===== src/rtl/snn_idx_pkg.sv =====
`default_nettype none
// ============================================================================
// Module   : snn_idx_pkg
// Brief    : Shared definitions for the spike-index path: constant clog2,
//            index/count width helpers and the encoder FSM state encoding.
//            Also used by the downstream weight-fetch stage.
// Revision : 1.0 - initial release
// ============================================================================
package snn_idx_pkg;

  // Constant-foldable ceil(log2(value)); valid for value >= 1.
  function automatic int clog2(input int value);
    int r;
    r = 0;
    for (int i = 0; i < 31; i++) begin
      if ((1 << i) < value) r = i + 1;
    end
    return r;
  endfunction

  // Width of a popcount over a vector of the given width (0..width inclusive).
  function automatic int cnt_width(input int width);
    return clog2(width) + 1;
  endfunction

  localparam int c_DEF_WIDTH = 32;
  localparam int c_DEF_SEG_W = 16;
  localparam int c_DEF_IDX_W = clog2(c_DEF_WIDTH);
  localparam int c_DEF_CNT_W = cnt_width(c_DEF_WIDTH);

  // Encoder FSM: IDLE waits for a vector, EMIT streams its indices.
  typedef enum logic [0:0] {
    ST_IDLE = 1'b0,
    ST_EMIT = 1'b1
  } enc_state_e;

endpackage : snn_idx_pkg
`default_nettype wire


===== src/rtl/sparse_prio_enc.sv =====
`default_nettype none
// ============================================================================
// Module   : sparse_prio_enc
// Brief    : Lowest-set-bit finder over WIDTH bits. The vector is split into
//            SEG_W-bit segments, each with its own small priority encoder;
//            a second encoder picks the lowest non-empty segment. Returns the
//            bit index, a found flag and a one-hot mask of that bit.
// Revision : 1.0 - initial release
// ============================================================================
module sparse_prio_enc
  import snn_idx_pkg::*;
#(
  parameter int WIDTH = 32,
  parameter int SEG_W = 16,
  parameter int IDX_W = clog2(WIDTH)
) (
  input  logic [WIDTH-1:0] vec_i,
  output logic [IDX_W-1:0] idx_o,
  output logic             found_o,
  output logic [WIDTH-1:0] clr_mask_o
);

  localparam int c_NSEG      = WIDTH / SEG_W;
  localparam int c_SEG_IDX_W = clog2(SEG_W);
  localparam int c_SEL_W     = (c_NSEG > 1) ? clog2(c_NSEG) : 1;

  logic                   w_seg_found [c_NSEG];
  logic [c_SEG_IDX_W-1:0] w_seg_idx   [c_NSEG];
  logic [c_SEL_W-1:0]     w_sel;
  logic [c_SEG_IDX_W-1:0] w_low;
  logic                   w_any;

  for (genvar s = 0; s < c_NSEG; s++) begin : g_seg
    logic [SEG_W-1:0]       w_bits;
    logic                   w_found;
    logic [c_SEG_IDX_W-1:0] w_idx;

    assign w_bits = vec_i[s*SEG_W +: SEG_W];

    // Segment-local priority encoder: scan downwards so the lowest hit wins.
    always_comb begin
      w_found = 1'b0;
      w_idx   = '0;
      for (int b = SEG_W - 1; b >= 0; b--) begin
        if (w_bits[b]) begin
          w_found = 1'b1;
          w_idx   = c_SEG_IDX_W'(b);
        end
      end
    end

    assign w_seg_found[s] = w_found;
    assign w_seg_idx[s]   = w_idx;
  end

  // Segment-select encoder: lowest segment holding a set bit.
  always_comb begin
    w_any = 1'b0;
    w_sel = '0;
    w_low = '0;
    for (int s = c_NSEG - 1; s >= 0; s--) begin
      if (w_seg_found[s]) begin
        w_any = 1'b1;
        w_sel = c_SEL_W'(s);
        w_low = w_seg_idx[s];
      end
    end
  end

  if (c_NSEG == 1) begin : g_one_seg
    assign idx_o = w_low;
  end else begin : g_multi_seg
    assign idx_o = {w_sel, w_low};
  end

  assign found_o = w_any;

  // One-hot mask of the located bit, used by the caller to retire it.
  always_comb begin
    clr_mask_o        = '0;
    clr_mask_o[idx_o] = w_any;
  end

endmodule : sparse_prio_enc
`default_nettype wire


===== src/rtl/sparse_idx_enc.sv =====
`default_nettype none
// ============================================================================
// Module   : sparse_idx_enc
// Brief    : Sparse spike-vector to index-stream encoder. Accepts one WIDTH-bit
//            vector per handshake and emits the index of every set bit, lowest
//            first, one per beat, with opt_last/opt_empty frame markers and
//            back-to-back vector acceptance on the final beat.
// Config   : SPARSE_IDX_CNT_EN - when defined, adds the opt_cnt port carrying
//            the popcount of the current vector on every beat of its frame.
// Revision : 1.0 - initial release
// ============================================================================
module sparse_idx_enc
  import snn_idx_pkg::*;
#(
  parameter int WIDTH = 32,
  parameter int IDX_W = clog2(WIDTH),  // derived, do not override
  parameter int SEG_W = 16
) (
  input  logic             clk,
  input  logic             rst,
  input  logic             ipt_valid,
  output logic             ipt_ready,
  input  logic [WIDTH-1:0] sparse_bits,
  output logic             opt_valid,
  input  logic             opt_ready,
  output logic [IDX_W-1:0] enc,
  output logic             opt_last,
  output logic             opt_empty
`ifdef SPARSE_IDX_CNT_EN
  ,
  output logic [IDX_W:0]   opt_cnt
`endif
);

  enc_state_e       state_q, state_d;
  logic [WIDTH-1:0] rem_q, rem_d;      // bits still to emit after the current beat
  logic [IDX_W-1:0] enc_q, enc_d;
  logic             last_q, last_d;
  logic             empty_q, empty_d;

  logic             w_accept;
  logic             w_advance;
  logic             w_retire;
  logic [WIDTH-1:0] w_src;
  logic [WIDTH-1:0] w_rest;
  logic [WIDTH-1:0] w_mask;
  logic [IDX_W-1:0] w_idx;
  logic             w_found;

  // A new vector is taken when idle, or when the final beat of the current
  // frame leaves this cycle; only registered state and opt_ready matter.
  assign ipt_ready = (state_q == ST_IDLE) ||
                     ((state_q == ST_EMIT) && last_q && opt_ready);
  assign w_accept  = ipt_valid && ipt_ready;
  assign w_advance = (state_q == ST_EMIT) && opt_ready && !last_q;
  assign w_retire  = (state_q == ST_EMIT) && opt_ready && last_q && !w_accept;

  // The encoder looks at the incoming vector on accept, else at the residue,
  // so the first index is registered in the same cycle as the handshake.
  assign w_src  = w_accept ? sparse_bits : rem_q;
  assign w_rest = w_src & ~w_mask;

  sparse_prio_enc #(
    .WIDTH (WIDTH),
    .SEG_W (SEG_W),
    .IDX_W (IDX_W)
  ) u_prio (
    .vec_i      (w_src),
    .idx_o      (w_idx),
    .found_o    (w_found),
    .clr_mask_o (w_mask)
  );

  // Next-state and next-beat logic; everything holds unless a beat moves.
  always_comb begin
    state_d = state_q;
    rem_d   = rem_q;
    enc_d   = enc_q;
    last_d  = last_q;
    empty_d = empty_q;
    if (w_accept || w_advance) begin
      state_d = ST_EMIT;
      rem_d   = w_rest;
      enc_d   = w_found ? w_idx : '0;
      last_d  = (w_rest == '0);
      empty_d = !w_found;
    end else if (w_retire) begin
      state_d = ST_IDLE;
      rem_d   = '0;
      enc_d   = '0;
      last_d  = 1'b0;
      empty_d = 1'b0;
    end
  end

  // State, residue and output beat registers.
  always_ff @(posedge clk) begin
    if (rst) begin
      state_q <= ST_IDLE;
      rem_q   <= '0;
      enc_q   <= '0;
      last_q  <= 1'b0;
      empty_q <= 1'b0;
    end else begin
      state_q <= state_d;
      rem_q   <= rem_d;
      enc_q   <= enc_d;
      last_q  <= last_d;
      empty_q <= empty_d;
    end
  end

  assign opt_valid = (state_q == ST_EMIT);
  assign enc       = enc_q;
  assign opt_last  = last_q;
  assign opt_empty = empty_q;

`ifdef SPARSE_IDX_CNT_EN
  logic [IDX_W:0] cnt_q, cnt_d;
  logic [IDX_W:0] w_pop;

  // Popcount of the incoming vector; only consumed on accept.
  always_comb begin
    w_pop = '0;
    for (int i = 0; i < WIDTH; i++) begin
      w_pop = w_pop + (IDX_W+1)'(sparse_bits[i]);
    end
  end

  // Count is captured at accept and held for the whole frame.
  always_comb begin
    cnt_d = cnt_q;
    if (w_accept) begin
      cnt_d = w_pop;
    end else if (w_retire) begin
      cnt_d = '0;
    end
  end

  // Frame popcount register.
  always_ff @(posedge clk) begin
    if (rst) begin
      cnt_q <= '0;
    end else begin
      cnt_q <= cnt_d;
    end
  end

  assign opt_cnt = cnt_q;
`endif

endmodule : sparse_idx_enc
`default_nettype wire


===== config.mk =====
export PLATFORM = sky130hd
export DESIGN_NAME = sparse_idx_enc
export DESIGN_NICKNAME = d
export VERILOG_FILES = /design/src/rtl/snn_idx_pkg.sv /design/src/rtl/sparse_prio_enc.sv /design/src/rtl/sparse_idx_enc.sv
export SDC_FILE = /design/constraint.sdc
export NUM_CORES = 1
export LEC_CHECK = 0
export BUFFER_PORTS_ARGS = -buffer_cell sky130_fd_sc_hd__buf_2
export CAP_MARGIN = 0
export CORE_AREA = 2 2 84 86
export CTS_CLUSTER_DIAMETER = 60
export CTS_CLUSTER_SIZE = 30
export DETAILED_ROUTE_END_ITERATION = 8
export DIE_AREA = 0 0 86 88
export GPL_TIMING_DRIVEN = 0
export PLACE_DENSITY_LB_ADDON = 0.12
export SLEW_MARGIN = 0
export SYNTH_ARGS = -nofsm -noshare
export SYNTH_HDL_FRONTEND = slang
export SYNTH_HIERARCHICAL = 1
export SYNTH_SLANG_ARGS = --single-unit

===== constraint.sdc =====
create_clock -name clk -period 5 [get_ports clk]
set_input_delay 0.5 -clock clk [delete_from_list [all_inputs] [get_ports clk]]
set_output_delay 0.5 -clock clk [all_outputs]
set_load 0.005 [all_outputs]

==> qor.txt <==
Crit. End Element -> flip-flop
Clock Latency Late Sink -> 0.31 ns
H-tree Lvls -> 2
synth top area cells -> dfxtp_1, nor2_1, nand2_1, o21ai_0, a22oi_1
Core Box Area -> 6644 um^2
max-cap violation count -> 0
total CTS buffers -> 5
run status -> completed
via density per instance -> 6.157
post-DP HPWL -> 9174 um
clock sinks -> 40
unrepaired setup endpoints after global routing -> no
M1 WL -> 5362 um
Setup TNS Final -> 0 ns
vias in the first global route -> 3466
pre-CTS setup slack -> -0.6417 ns
WS Path Type -> reg -> reg
initial cell density of the core -> 47.36%
Syn Nets -> 522
Yosys top cell by area -> dfxtp_1
crit-path cells -> a21bo_4, and2_4, buf_6, clkbuf_2, buf_4, nand2_1, o21ai_0, nor4_2, nand4_1, a21o_4, o32a_4, clkinv_4, nand2_1, nor2_1, inv_1, a22o_1, nor4_2, a31oi_1, or3_1, o31ai_2
GR Overflow Total -> 0
Worst R2R Setup Slack -> 0.21 ns
largest net degree at the start of global routing -> 13
Synth Area per Inst -> 6.475 um^2
Post-Synthesis Cells -> 486
Hold EP -> rem_q[12]
Crit Path Max Fanout -> 10
CP top delay family -> simple AND/OR/NAND/NOR gates
WP data arrival -> 5.02 ns
clock buffer depth -> 2
worst hold path depth -> 2
Post-route DRC -> 0
final hold slack -> 0.4765 ns
highest clock rate -> 208.6 MHz
slack of the critical path -> 0.2055 ns
clock skew -> 0.008117 ns
Cell variety after synth -> 53
DP Area -> 3462 um^2
reg2reg start -> opt_valid
EDFF count, synth -> 0
die area -> 7568 um^2
metal3 WL -> 820 um
layout cells sized above 1 -> 16.94%
Synth Warn # -> 6
root cell of the clock tree -> clkbuf_8
gpl congestion -> 1.016
Area Overhead vs Synth -> 16.54%
leak pwr -> 1.497 nW
reg-to-reg critical path endpoint -> opt_last
Post-synth top cells -> nor2_1, nand2_1, o21ai_0, dfxtp_1, inv_1
Die H -> 88 um
Pwr Density -> 265.0 nW/um^2
WL per Instance -> 19.57 um
highest metal used -> met4
Routed WL -> 12190 um
#FFs+latches synth -> 40
r2r worst-path depth -> 20
Cell Area, Synth -> 3147 um^2
I/O Buffers -> 43
antenna cell count -> 0
Finished Core Util -> 55.20%
GRT Resource Usage Total -> 32.71%
Period minus WS final -> 4.794 ns
DR WL met2 -> 5585 um
design area -> 3667 um^2
NumNets Final -> 578
via count -> 3836
worst path buffer plus inverter count -> 5
FP Rows -> 30
Crit-path slowest cell -> nor4_2
sequential cell area fraction in the yosys report -> 25.45%
Slew HR -> 50.58%
Worst EP required -> 5.23 ns
top-level port count -> 45
Startpoint Class -> flip-flop
Hold Path Origin -> rem_q[12]
antenna violations before repair -> 0
period utilisation layout -> 95.89%
Slew Limit Fails -> 0
CTS tree -> built
Post-CTS Hold Fix Bufs -> 0
top cell type's share of synthesized area -> 25.45%
Main synth FF type -> dfxtp_1
Hold Crit Class -> reg -> reg
worst slew pin tran -> 0.7335 ns
first-pass GRT wire length -> 18490 um
final antenna-violating net count -> 0
Pre-antenna DRT Iters -> 5
setup violators final -> 0
slowest stage delay, CP -> 0.41 ns
most common cell in the netlist -> nor2_1
final-report hold violation count -> 0
Die Width -> 86 um
asr flop ratio synth -> 0%
clock transition at the registers of the reported paths -> 0.09 ns
Max rail drop VDD -> 0.1218 mV
drt first-iter violations -> 231
==> worst max path at each step <==
stage                         start        to  slack, ns  cells past startpoint
final                     opt_valid  opt_last       0.21                     20
after global routing       opt_last  opt_last      0.005                     20
after CTS                 opt_valid  opt_last       0.01                     20
after detailed placement  opt_ready  opt_last      -0.64                     20
after global placement    opt_ready  opt_last      -0.63                     20
after floorplan           opt_ready  opt_last       0.73                     20
==> metal layers <==
layer | global-route usage, % | vias to the layer above
li1 | - | 1809
met1 | 43.44 | 1801
met2 | 53.00 | 196
met3 | 4.336 | 30
met4 | 14.72 | 0
met5 | 0 | -
==> worst reg2reg max path: stages (launching register included) <==
cell and delay, ns:
dfxtp_2 0.39, a21bo_4 0.25, and2_4 0.17, buf_6 0.14, clkbuf_2 0.21, buf_4 0.24, nand2_1 0.07, o21ai_0 0.20
nor4_2 0.41, nand4_1 0.25, a21o_4 0.26, o32a_4 0.38, clkinv_4 0.13, nand2_1 0.09, nor2_1 0.14, inv_1 0.08
a22o_1 0.20, nor4_2 0.31, a31oi_1 0.18, or3_1 0.41, o31ai_2 0.22
==> cells in the final DEF (no fill, tap or decap), types with 5 or more instances in the layout <==
cell	instances
nor2_1	88
nand2_1	85
o21ai_0	47
buf_2	45
dfxtp_1	39
inv_1	34
a22oi_1	26
nor2b_1	24
a21oi_1	21
clkbuf_1	14
buf_4	9
nand2b_1	7
o22ai_1	6
nor4_1	6
clkbuf_8	6
a32oi_1	5
nand3b_1	5
nor3_1	5
o31ai_1	5
==> power by group <==
group | switching, mW | internal [mW]
sequential | 0.0130 | 0.340
clock | 0.126 | 0.110
combinational | 0.248 | 0.136
==> state kept, by name, indices dropped and copies added, names as in the netlist <==
register and cells:
opt_valid 1, opt_empty 1, opt_last 1, rem_q 32
enc 5
==> layout make-up <==
type / count / area (um^2)
tap: 80 / 100.1
timing repair buffer: 49 / 260.3
sequential: 40 / 802.0
inverter: 37 / 143.9
multi-input combinational: 384 / 2138
fill: 694 / 2977
buffer: 25 / 130.1
clock buffer: 6 / 82.58
clock inverter: 2 / 10.01
==> what timing repair did <==
action	in CTS	in global routing
pin swaps	3	4
endpoints found under the setup margin	1	1
buffers inserted	3	3
resized for setup	10	15
cloned	0	0
==> cells by family (layout without fill, tap and decap cells) <==
family / count (synthesis) / in the layout / share of synthesized area [%]
flops: 40 / 40 / 25.45
compound gates: 139 / 139 / 29.86
simple gates: 245 / 245 / 36.46
buf+inv: 62 / 119 / 8.231
==> metrics by stage <==
step / total power [mW] / std cells
floorplan: 0.5931 / 486
global placement: 0.7048 / 609
detailed placement: 0.7062 / 609
CTS: 0.9539 / 620
global route: 1.020 / 623
finish: 0.9720 / 623
(Power assumes the default switching activity.)
